### src/rtl/keypad_pkg.sv
// Shared types and helpers for the 4x4 matrix keypad scanner: FSM states,
// active-low column patterns, key code layout and debounce limits.
package keypad_pkg;

    typedef enum logic [1:0] {
        SCAN,
        DEBOUNCE,
        HELD
    } state_t;

    // Key code as reported on the key output: {row_idx, col_idx}.
    typedef struct packed {
        logic [1:0] row_idx;
        logic [1:0] col_idx;
    } key_code_t;

    localparam int DEBOUNCE_MIN = 2;
    localparam int DEBOUNCE_MAX = 15;

    localparam logic [3:0] COL_IDX3 = 4'b0111;
    localparam logic [3:0] COL_IDX2 = 4'b1011;
    localparam logic [3:0] COL_IDX1 = 4'b1101;
    localparam logic [3:0] COL_IDX0 = 4'b1110;

    function automatic logic [3:0] col_pattern(input logic [1:0] idx);
        logic [3:0] pat;
        case (idx)
            2'd3:    pat = COL_IDX3;
            2'd2:    pat = COL_IDX2;
            2'd1:    pat = COL_IDX1;
            default: pat = COL_IDX0;
        endcase
        return pat;
    endfunction

    // True when exactly one active-low row line is asserted.
    function automatic logic single_low(input logic [3:0] rows);
        return (rows == 4'b1110) || (rows == 4'b1101) ||
               (rows == 4'b1011) || (rows == 4'b0111);
    endfunction

    function automatic logic [1:0] low_index(input logic [3:0] rows);
        logic [1:0] idx;
        case (rows)
            4'b1101: idx = 2'd1;
            4'b1011: idx = 2'd2;
            4'b0111: idx = 2'd3;
            default: idx = 2'd0;
        endcase
        return idx;
    endfunction

endpackage

### src/rtl/keypad_scan_if.sv
// Keypad pins plus the decoded key report; master is the scanner side.
interface keypad_scan_if;
    logic [3:0] row;
    logic [3:0] col;
    logic [3:0] key;
    logic       key_valid;
    logic       key_down;

    modport master (input row, output col, key, key_valid, key_down);
    modport slave  (output row, input col, key, key_valid, key_down);
endinterface

### src/rtl/scan_tick.sv
// Free-running divider producing a one-cycle tick every 2^SCAN_DIV cycles.
module scan_tick #(
    parameter int SCAN_DIV = 17
) (
    input  logic clk50,
    input  logic rst_n,
    output logic tick
);

    logic [SCAN_DIV-1:0] div;

    always_ff @(posedge clk50 or negedge rst_n) begin
        if (!rst_n) div <= '0;
        else        div <= div + 1'b1;
    end

    assign tick = &div;

endmodule

### src/rtl/keypad_scan.sv
// 4x4 keypad reader: active-low one-hot column scan, debounced press and
// release detection, one key_valid pulse per accepted press.
module keypad_scan
    import keypad_pkg::*;
#(
    parameter int SCAN_DIV     = 17,
    parameter int DEBOUNCE_CNT = 4
) (
    input  logic          clk50,
    input  logic          rst_n,
    keypad_scan_if.master kp
);

    localparam logic [3:0] DB_LIMIT = 4'(DEBOUNCE_CNT);

    generate
        if (DEBOUNCE_CNT < DEBOUNCE_MIN || DEBOUNCE_CNT > DEBOUNCE_MAX) begin : g_bad_debounce
            $error("DEBOUNCE_CNT out of range");
        end
    endgenerate

    logic       tick;
    logic [3:0] row_meta, row_sync;
    state_t     state, state_next;
    logic [1:0] col_idx, col_next;
    logic [3:0] cnt, cnt_next, cnt_inc;
    logic [1:0] lat_row, lat_row_next, lat_col, lat_col_next;
    key_code_t  key_r, key_next;
    logic       valid_r, valid_next, down_r, down_next;

    scan_tick #(.SCAN_DIV(SCAN_DIV)) u_tick (
        .clk50 (clk50),
        .rst_n (rst_n),
        .tick  (tick)
    );

    // Row lines are asynchronous to clk50; idle (pulled-up) value is all ones.
    always_ff @(posedge clk50 or negedge rst_n) begin
        if (!rst_n) begin
            row_meta <= 4'b1111;
            row_sync <= 4'b1111;
        end else begin
            row_meta <= kp.row;
            row_sync <= row_meta;
        end
    end

    always_ff @(posedge clk50 or negedge rst_n) begin
        if (!rst_n) state <= SCAN;
        else        state <= state_next;
    end

    assign cnt_inc = (cnt == 4'hF) ? cnt : cnt + 4'd1;

    always_comb begin
        state_next   = state;
        col_next     = col_idx;
        cnt_next     = cnt;
        lat_row_next = lat_row;
        lat_col_next = lat_col;
        key_next     = key_r;
        valid_next   = 1'b0;
        down_next    = down_r;
        if (tick) begin
            case (state)
                SCAN: begin
                    if (single_low(row_sync)) begin
                        lat_row_next = low_index(row_sync);
                        lat_col_next = col_idx;
                        cnt_next     = 4'd1;
                        state_next   = DEBOUNCE;
                    end else begin
                        col_next = col_idx - 2'd1;
                    end
                end
                DEBOUNCE: begin
                    if (single_low(row_sync) && low_index(row_sync) == lat_row) begin
                        cnt_next = cnt_inc;
                        if (cnt_inc == DB_LIMIT) begin
                            key_next   = '{row_idx: lat_row, col_idx: lat_col};
                            valid_next = 1'b1;
                            down_next  = 1'b1;
                            cnt_next   = 4'd0;
                            state_next = HELD;
                        end
                    end else begin
                        cnt_next   = 4'd0;
                        col_next   = col_idx - 2'd1;
                        state_next = SCAN;
                    end
                end
                HELD: begin
                    // Any low row restarts the release count; column stays frozen.
                    if (row_sync == 4'b1111) begin
                        cnt_next = cnt_inc;
                        if (cnt_inc == DB_LIMIT) begin
                            down_next  = 1'b0;
                            cnt_next   = 4'd0;
                            col_next   = col_idx - 2'd1;
                            state_next = SCAN;
                        end
                    end else begin
                        cnt_next = 4'd0;
                    end
                end
                default: state_next = SCAN;
            endcase
        end
    end

    always_ff @(posedge clk50 or negedge rst_n) begin
        if (!rst_n) begin
            col_idx <= 2'd3;
            cnt     <= 4'd0;
            lat_row <= 2'd0;
            lat_col <= 2'd0;
            key_r   <= '0;
            valid_r <= 1'b0;
            down_r  <= 1'b0;
        end else begin
            col_idx <= col_next;
            cnt     <= cnt_next;
            lat_row <= lat_row_next;
            lat_col <= lat_col_next;
            key_r   <= key_next;
            valid_r <= valid_next;
            down_r  <= down_next;
        end
    end

    assign kp.col       = col_pattern(col_idx);
    assign kp.key       = key_r;
    assign kp.key_valid = valid_r;
    assign kp.key_down  = down_r;

endmodule

### src/flat_wrapper.sv
// flat-port wrapper written by rule: the top's interface ports become plain ports
module keypad_scan_flat import keypad_pkg::*;
#(
    parameter int SCAN_DIV     = 17,
    parameter int DEBOUNCE_CNT = 4
)
  (clk50, rst_n, kp_row, kp_col, kp_key, kp_key_valid, kp_key_down);
  keypad_scan_if kp_i ();
  input  logic clk50;
  input  logic rst_n;
  input wire logic [$bits(kp_i.row)-1:0] kp_row;
  output wire logic [$bits(kp_i.col)-1:0] kp_col;
  output wire logic [$bits(kp_i.key)-1:0] kp_key;
  output wire logic [$bits(kp_i.key_valid)-1:0] kp_key_valid;
  output wire logic [$bits(kp_i.key_down)-1:0] kp_key_down;
  assign kp_i.row = kp_row;
  assign kp_col = kp_i.col;
  assign kp_key = kp_i.key;
  assign kp_key_valid = kp_i.key_valid;
  assign kp_key_down = kp_i.key_down;
  keypad_scan #(.SCAN_DIV(SCAN_DIV), .DEBOUNCE_CNT(DEBOUNCE_CNT)) u_core (.clk50(clk50), .rst_n(rst_n), .kp(kp_i));
endmodule
### config.mk
export PLATFORM = sky130hd
export DESIGN_NAME = keypad_scan_flat
export DESIGN_NICKNAME = d
export VERILOG_FILES = /design/src/rtl/keypad_pkg.sv /design/src/rtl/keypad_scan_if.sv /design/src/rtl/scan_tick.sv /design/src/rtl/keypad_scan.sv /design/src/flat_wrapper.sv
export SDC_FILE = /design/constraint.sdc
export NUM_CORES = 1
export LEC_CHECK = 0
export CAP_MARGIN = 5
export CELL_PAD_IN_SITES_DETAIL_PLACEMENT = 1
export CELL_PAD_IN_SITES_GLOBAL_PLACEMENT = 2
export CORE_AREA = 3 3 77 79
export DETAILED_ROUTE_END_ITERATION = 10
export DIE_AREA = 0 0 80 82
export PLACE_DENSITY = 0.87
export RECOVER_POWER = 100
export SETUP_SLACK_MARGIN = 0.2
export SYNTH_ARGS = -nofsm -noshare
export SYNTH_HDL_FRONTEND = slang
export SYNTH_HIERARCHICAL = 1
export SYNTH_SLANG_ARGS = --single-unit
### constraint.sdc
create_clock -name clk50 -period 5.44 [get_ports clk50]
set_input_delay 1.088 -clock clk50 [delete_from_list [all_inputs] [get_ports clk50]]
set_output_delay 1.088 -clock clk50 [all_outputs]
set_load 0.01 [all_outputs]
# --- Word-level counts from Yosys, hierarchy flattened ---
# Index checks and enable logic that the tools add are counted.
totals:
  in_bits: 6
  output_inout_bits: 10
  ff_bits: 43
op_classes:
  reduce_logical: 14
  mux: 30
  n_addsub: 3
  n_eq_ne: 21
ops:
  columns: ["cell", "count"]
  rows:
  - ["22-bit AND reduction", 2]
  - ["19-bit AND reduction", 2]
  - ["4-bit case mux with 3 select lines", 2]
  - ["2-bit two-way mux", 11]
  - ["21-bit AND reduction", 1]
  - ["4-bit equality test, second input constant", 5]
  - ["4-bit two-way mux", 5]
  - ["20-bit AND reduction", 1]
  - ["2-bit case mux with 3 select lines", 3]
  - ["17-bit by 1-bit adder with 17-bit output, second input constant", 1]
  - ["17-bit AND reduction", 1]
  - ["2-bit by 1-bit inequality test with 1-bit output, second input constant", 5]
  - ["4-bit by 3-bit equality test with 1-bit output, second input constant", 2]
  - ["1-bit two-way mux", 8]
  - ["2-bit equality test, second input constant", 3]
  - ["4-bit by 1-bit adder with 4-bit output, second input constant", 1]
  - ["2-bit by 1-bit equality test with 1-bit output, second input constant", 2]
  - ["2-bit inequality test, second input constant", 2]
  - ["1-bit logical OR", 3]
  - ["3-bit inequality test, second input constant", 1]
  - ["3-bit nonzero test", 1]
  - ["2-bit equality test", 1]
  - ["2-bit logical NOT", 1]
  - ["1-bit case mux with 2 select lines", 1]
  - ["3 further kinds", 3]

# --- Depth between registers and ports, before layout ---
depth:
  ltp_word: 9
  mapped_depth: 8
  depth_no_buf: 8

# --- Cells and area by module ---
# Netlist, hierarchy kept.
by_module_without_submodules:
  columns: ["mod", "cells_per_inst", "instances", "area_per_inst_um2"]
  rows:
  - ["keypad_scan", 131, 1, 1438.9]
  - ["scan_tick", 61, 1, 772.0]

# --- Worst setup path before layout ---
# No wires, ideal clock.
synth_path:
  path_kind: "register to register"
  startpoint: "reg u_core.u_tick.div[0]"
  endpoint: "reg u_core.state[0]"
  t_arrival_ns: 2.084
  synth_period_minus_slack_ns: 2.209
  slack_ns: 3.231
  stages_incl_launch_ff: 9
  n_path_buf: 0
  setup_time_ns: 0.125
  path_cell_list: "dfrtp_1 > ha_1 > nand3_1 > nor2_1 > and3_1 > ha_1 > o21ai_1 > a221oi_2 > mux2_4"
synth_between:
  elab_chain_cells: 1
synth_rtl:
  columns: ["item", "line_no", "text"]
  rows:
  - ["start, declared", "scan_tick.sv:10", "logic [SCAN_DIV-1:0] div;"]
  - ["start signal, assigned", "scan_tick.sv:14", "else div <= div + 1'b1;"]
  - ["21-bit AND reduction (no source line)", null, null]
  - ["end signal, assigned", "keypad_scan.sv:50", "else state <= state_next;"]
  - ["end, declared", "keypad_scan.sv:24", "state_t state, state_next;"]
# Every way passes these cells.
# A chain may end at the register's enable or synchronous reset.

# --- Final worst setup path ---
layout_path:
  startpoint: "reg u_core.col_idx[0]"
  endpoint: "out kp_col[2]"
layout_between:
  elab_chain_cells: 2
  word_cells_on_any_way: 4
  classes_between: "eq/ne: 3; mux: 1"
layout_rtl:
  columns: ["item", "line_no", "text"]
  rows:
  - ["start, declared", "keypad_scan.sv:25", "logic [1:0] col_idx, col_next;"]
  - ["start signal, assigned", "keypad_scan.sv:121", "col_idx <= col_next;"]
  - ["2-bit by 1-bit equality test with 1-bit output / 2-bit equality test (equally long branches)", "keypad_pkg.sv:27", "case (idx)"]
  - ["4-bit case mux with 3 select lines *", "keypad_pkg.sv:27", null]
  - ["end, declared", "flat_wrapper.sv:12", "output wire logic [$bits(kp_i.col)-1:0] kp_col;"]
# Mark *: on every way between the ends. The rest lies on a longest branch, timed or not.

==> impl_results.md <==
- Setup Fix Bufs, Post-CTS: 0
- Worst skew pair latency: between 200 and 300 ps
- Top cells by area, synth: dfrtp_1, dfstp_2, ha_1, xor2_1, inv_1
- Top cell type's share of synthesized area: 37.35%
- Vias per cell: about 5.3
- Global-route wire length before repair: 7.900 mm
- Maximum number of pins on one net before global-route repair: 44
- Routed Antenna Nets: 0
- Routed WL: 4.411 mm
- Mean post-synth cell area: 11.51 um^2
- CP dominant cell by count: inv_1
- Area leader, netlist: dfrtp_1
- Largest family of logic cells by synthesized area: simple AND/OR/NAND/NOR gates
- Crit Path Max Fanout: 4
- Final worst slack: 2577 ps
- Crit Path Class: reg2out
- Peak VDD IR: 0.1884 mV
- Area grow syn2layout: 13.30%
- Detail-routed net length per standard cell: around 15 um
- Die X: about 80 um
- Simple-gate share of the synthesized area: between 10% and 20%
- Slowest stage cell, crit path: dlygate4sd3_1
- Post-synthesis mux area share: 3.169%
- Final setup TNS: 0 ps
- Fin util: 46.34%
- Initial antenna violation count: 0
- Unrepaired setup endpoints after global routing: false
- Number of cell rows: 27
- CTS tree: yes
- Ant. Diodes: 0
- PortBufs: 15
- Worst path required time: 4350 ps
- First DRT Iteration DRCs: 61
- Crit path launch type: flip-flop
- CP Data Arrival Time: between 1500 and 2000 ps
- Fin. max-slew vios: 44
- Initial core utilization: 40.90%
- Syn Inst Count: between 150 and 200
- H-tree levels: 2
- CTS sink count: 43
- Cell family with most CP delay: buffers and inverters
- Synth unique cells: 48
- Gr usage total: between 15 and 20%
- Routability cong.: around 0.77
- Clock Pin Slew Worst Setup and Hold Paths: 90 ps
- Post-DP HPWL: 3.144 mm
- Post_cts resized: 0
- Synth async-reset ratio: 100.0%
- Minimum clock period: about 2900 ps
- DP Worst Slack: 2894 ps
- Number of buffers created by CTS: 5
- Run status: finished with violations
- Post-synthesis adder-cell area fraction: 6.225%
- DR DRC count: 0
- Buf/Inv on CP: 3
- I/O pin count: 16
- Via count: 1503
- Seq cells post-synth: 43
- Overflow after GRT: 0
- Synth Warn #: 6
- Number of synthesized flops with an enable pin: 0
- Post-Synth XOR/XNOR Area: 6.735%
- Synthesized area: about 2200 um^2
- Layout cell share with drive strength beyond 1: between 10% and 20%
- Synth Area in Compound Gates: between 10 and 15%
- Pleak: approximately 1.2 nW
- # setup viols final: 0
- DR pass1 iterations: 4
- Fin. Hold Viols: 0
- Max Freq: 349.3 MHz
- Die ar.: approximately 6600 um^2
- Max Cap Viol: 1
- Max stage delay on crit path: 590 ps
- Power density cells: 255.6 nW/um^2
- Fin crit share: 52.62%
- Worst slew pin tran: 2218 ps
- Die Y: slightly above 80 um
- CP endpoint kind: output pin
- Max_slew headroom: -47.90%
- Syn_nets: 209
- Crit path cell chain: inv_1, ha_1, inv_1, dlygate4sd3_1
- Placeable Area: ~5400 um^2
- Post-synth top cells: dfrtp_1, inv_1
- Fillers: 611
- Worst Skew: 5.703 ps
- Failing checks: capacitance limit, slew limit
- Sequential share of the synthesized area: 49.24%
- Vias in the first global route: 1690
- Nets: 230
- Hold Path Class: reg2reg
- Root buf cell: clkbuf_8
- Cell with the most instances after synthesis: dfrtp_1
- Most used DFF post-synth: dfrtp_1
- CTS Hold Buffers Added: 0
- Max clock buf depth: 2
## cell usage in the layout (no fill, tap or decap), types with 2 or more instances in the layout
| cell type | n |
|---|---|
| dfrtp_1 | 33 |
| inv_1 | 16 |
| dlygate4sd3_1 | 14 |
| o21ai_0 | 13 |
| nand2_1 | 11 |
| nor2_1 | 11 |
| xor2_1 | 11 |
| ha_1 | 11 |
| dfstp_2 | 10 |
| nand3_1 | 7 |
| xnor2_1 | 6 |
| clkbuf_8 | 5 |
| nor3_1 | 5 |
| a21oi_1 | 4 |
| and3_1 | 4 |
| o211ai_1 | 4 |
| nand2b_1 | 3 |
| o21a_1 | 3 |
| o2111ai_1 | 3 |
| nand4_1 | 3 |
| nor4_1 | 3 |
| bufinv_16 | 2 |
| or3b_1 | 2 |
| mux2_1 | 2 |
| mux2_2 | 2 |
| a22o_1 | 2 |
| nand4_4 | 2 |
## flip-flops by register name (all words and copies together), names as in the netlist
name and flops:
u_core/cnt 4, u_core/col_idx 2, u_core/kp.key 4, u_core/kp.key_down 1, u_core/kp.key_valid 1, u_core/lat_col 2
u_core/lat_row 2, u_core/row_meta 4, u_core/row_sync 4, u_core/state 2, u_core/u_tick/div 17
## path summary, 6_finish.rpt
check	from	endpoint	slack (ps)	depth (start not counted)
setup reg to reg	u_core/u_tick/div[0]	u_core/col_idx[1]	2660	8
hold / removal	u_core/row_meta[1]	u_core/row_sync[1]	360	0
setup / recovery	u_core/col_idx[0]	kp_col[2]	2580	4
min in group asynchronous	rst_n	u_core/u_tick/div[3]	1450	1
hold reg to reg	u_core/row_meta[1]	u_core/row_sync[1]	360	0
max in group asynchronous	rst_n	u_core/u_tick/div[12]	2740	1
## final cells by class
| class | instances | area [um^2] | share of cell area [%] |
|---|---|---|---|
| clock inverters | 3 | 67.56 | 2.697 |
| well taps | 72 | 90.09 | 3.596 |
| inverters | 16 | 60.06 | 2.398 |
| flip-flops and latches | 43 | 1089 | 43.46 |
| clock buffers | 5 | 68.82 | 2.747 |
| multi-input cells | 132 | 985.9 | 39.36 |
| repair buffers | 15 | 143.9 | 5.744 |
## logic make-up (layout without fill, tap and decap cells)
logic type	after synthesis	in the layout
flip-flops	43	43
AO/OA/AOI/OAI	40	40
XOR/XNOR	17	17
adder cells (fa/ha/maj)	11	11
AND/OR/NAND/NOR	58	58
multiplexers	6	6
buffers and inverters	17	39
## per-layer routing
metal  vias to the layer above  GRT usage, %  wire (um)
li1                        726             -          -
met1                       756         18.56       1983
met2                        17         28.31       2277
met3                         4         2.961        103
met4                         0         4.561         46
met5                         -             0          0
## per-stage QoR
| step | area, um^2 | hold WS (ps) | total power [mW] | instances |
|---|---|---|---|---|
| 2_1_floorplan | 2211 | 345.2 | 0.3405 | 192 |
| 3_3_place_gp | 2439 | 345.4 | 0.3510 | 278 |
| 3_5_place_dp | 2439 | 347.3 | 0.3517 | 278 |
| 4_1_cts | 2575 | 359.9 | 0.6502 | 286 |
| 5_1_grt | 2505 | 368.6 | 0.6669 | 286 |
| 6_report | 2505 | 358.8 | 0.6402 | 286 |
## where the power goes
group          leakage [nW]  internal [mW]  switching [mW]
clock network        0.0644          0.183           0.113
registers             0.552          0.325         0.00323
logic                 0.542        0.00522          0.0102
Power figures use the tool's default switching activity.
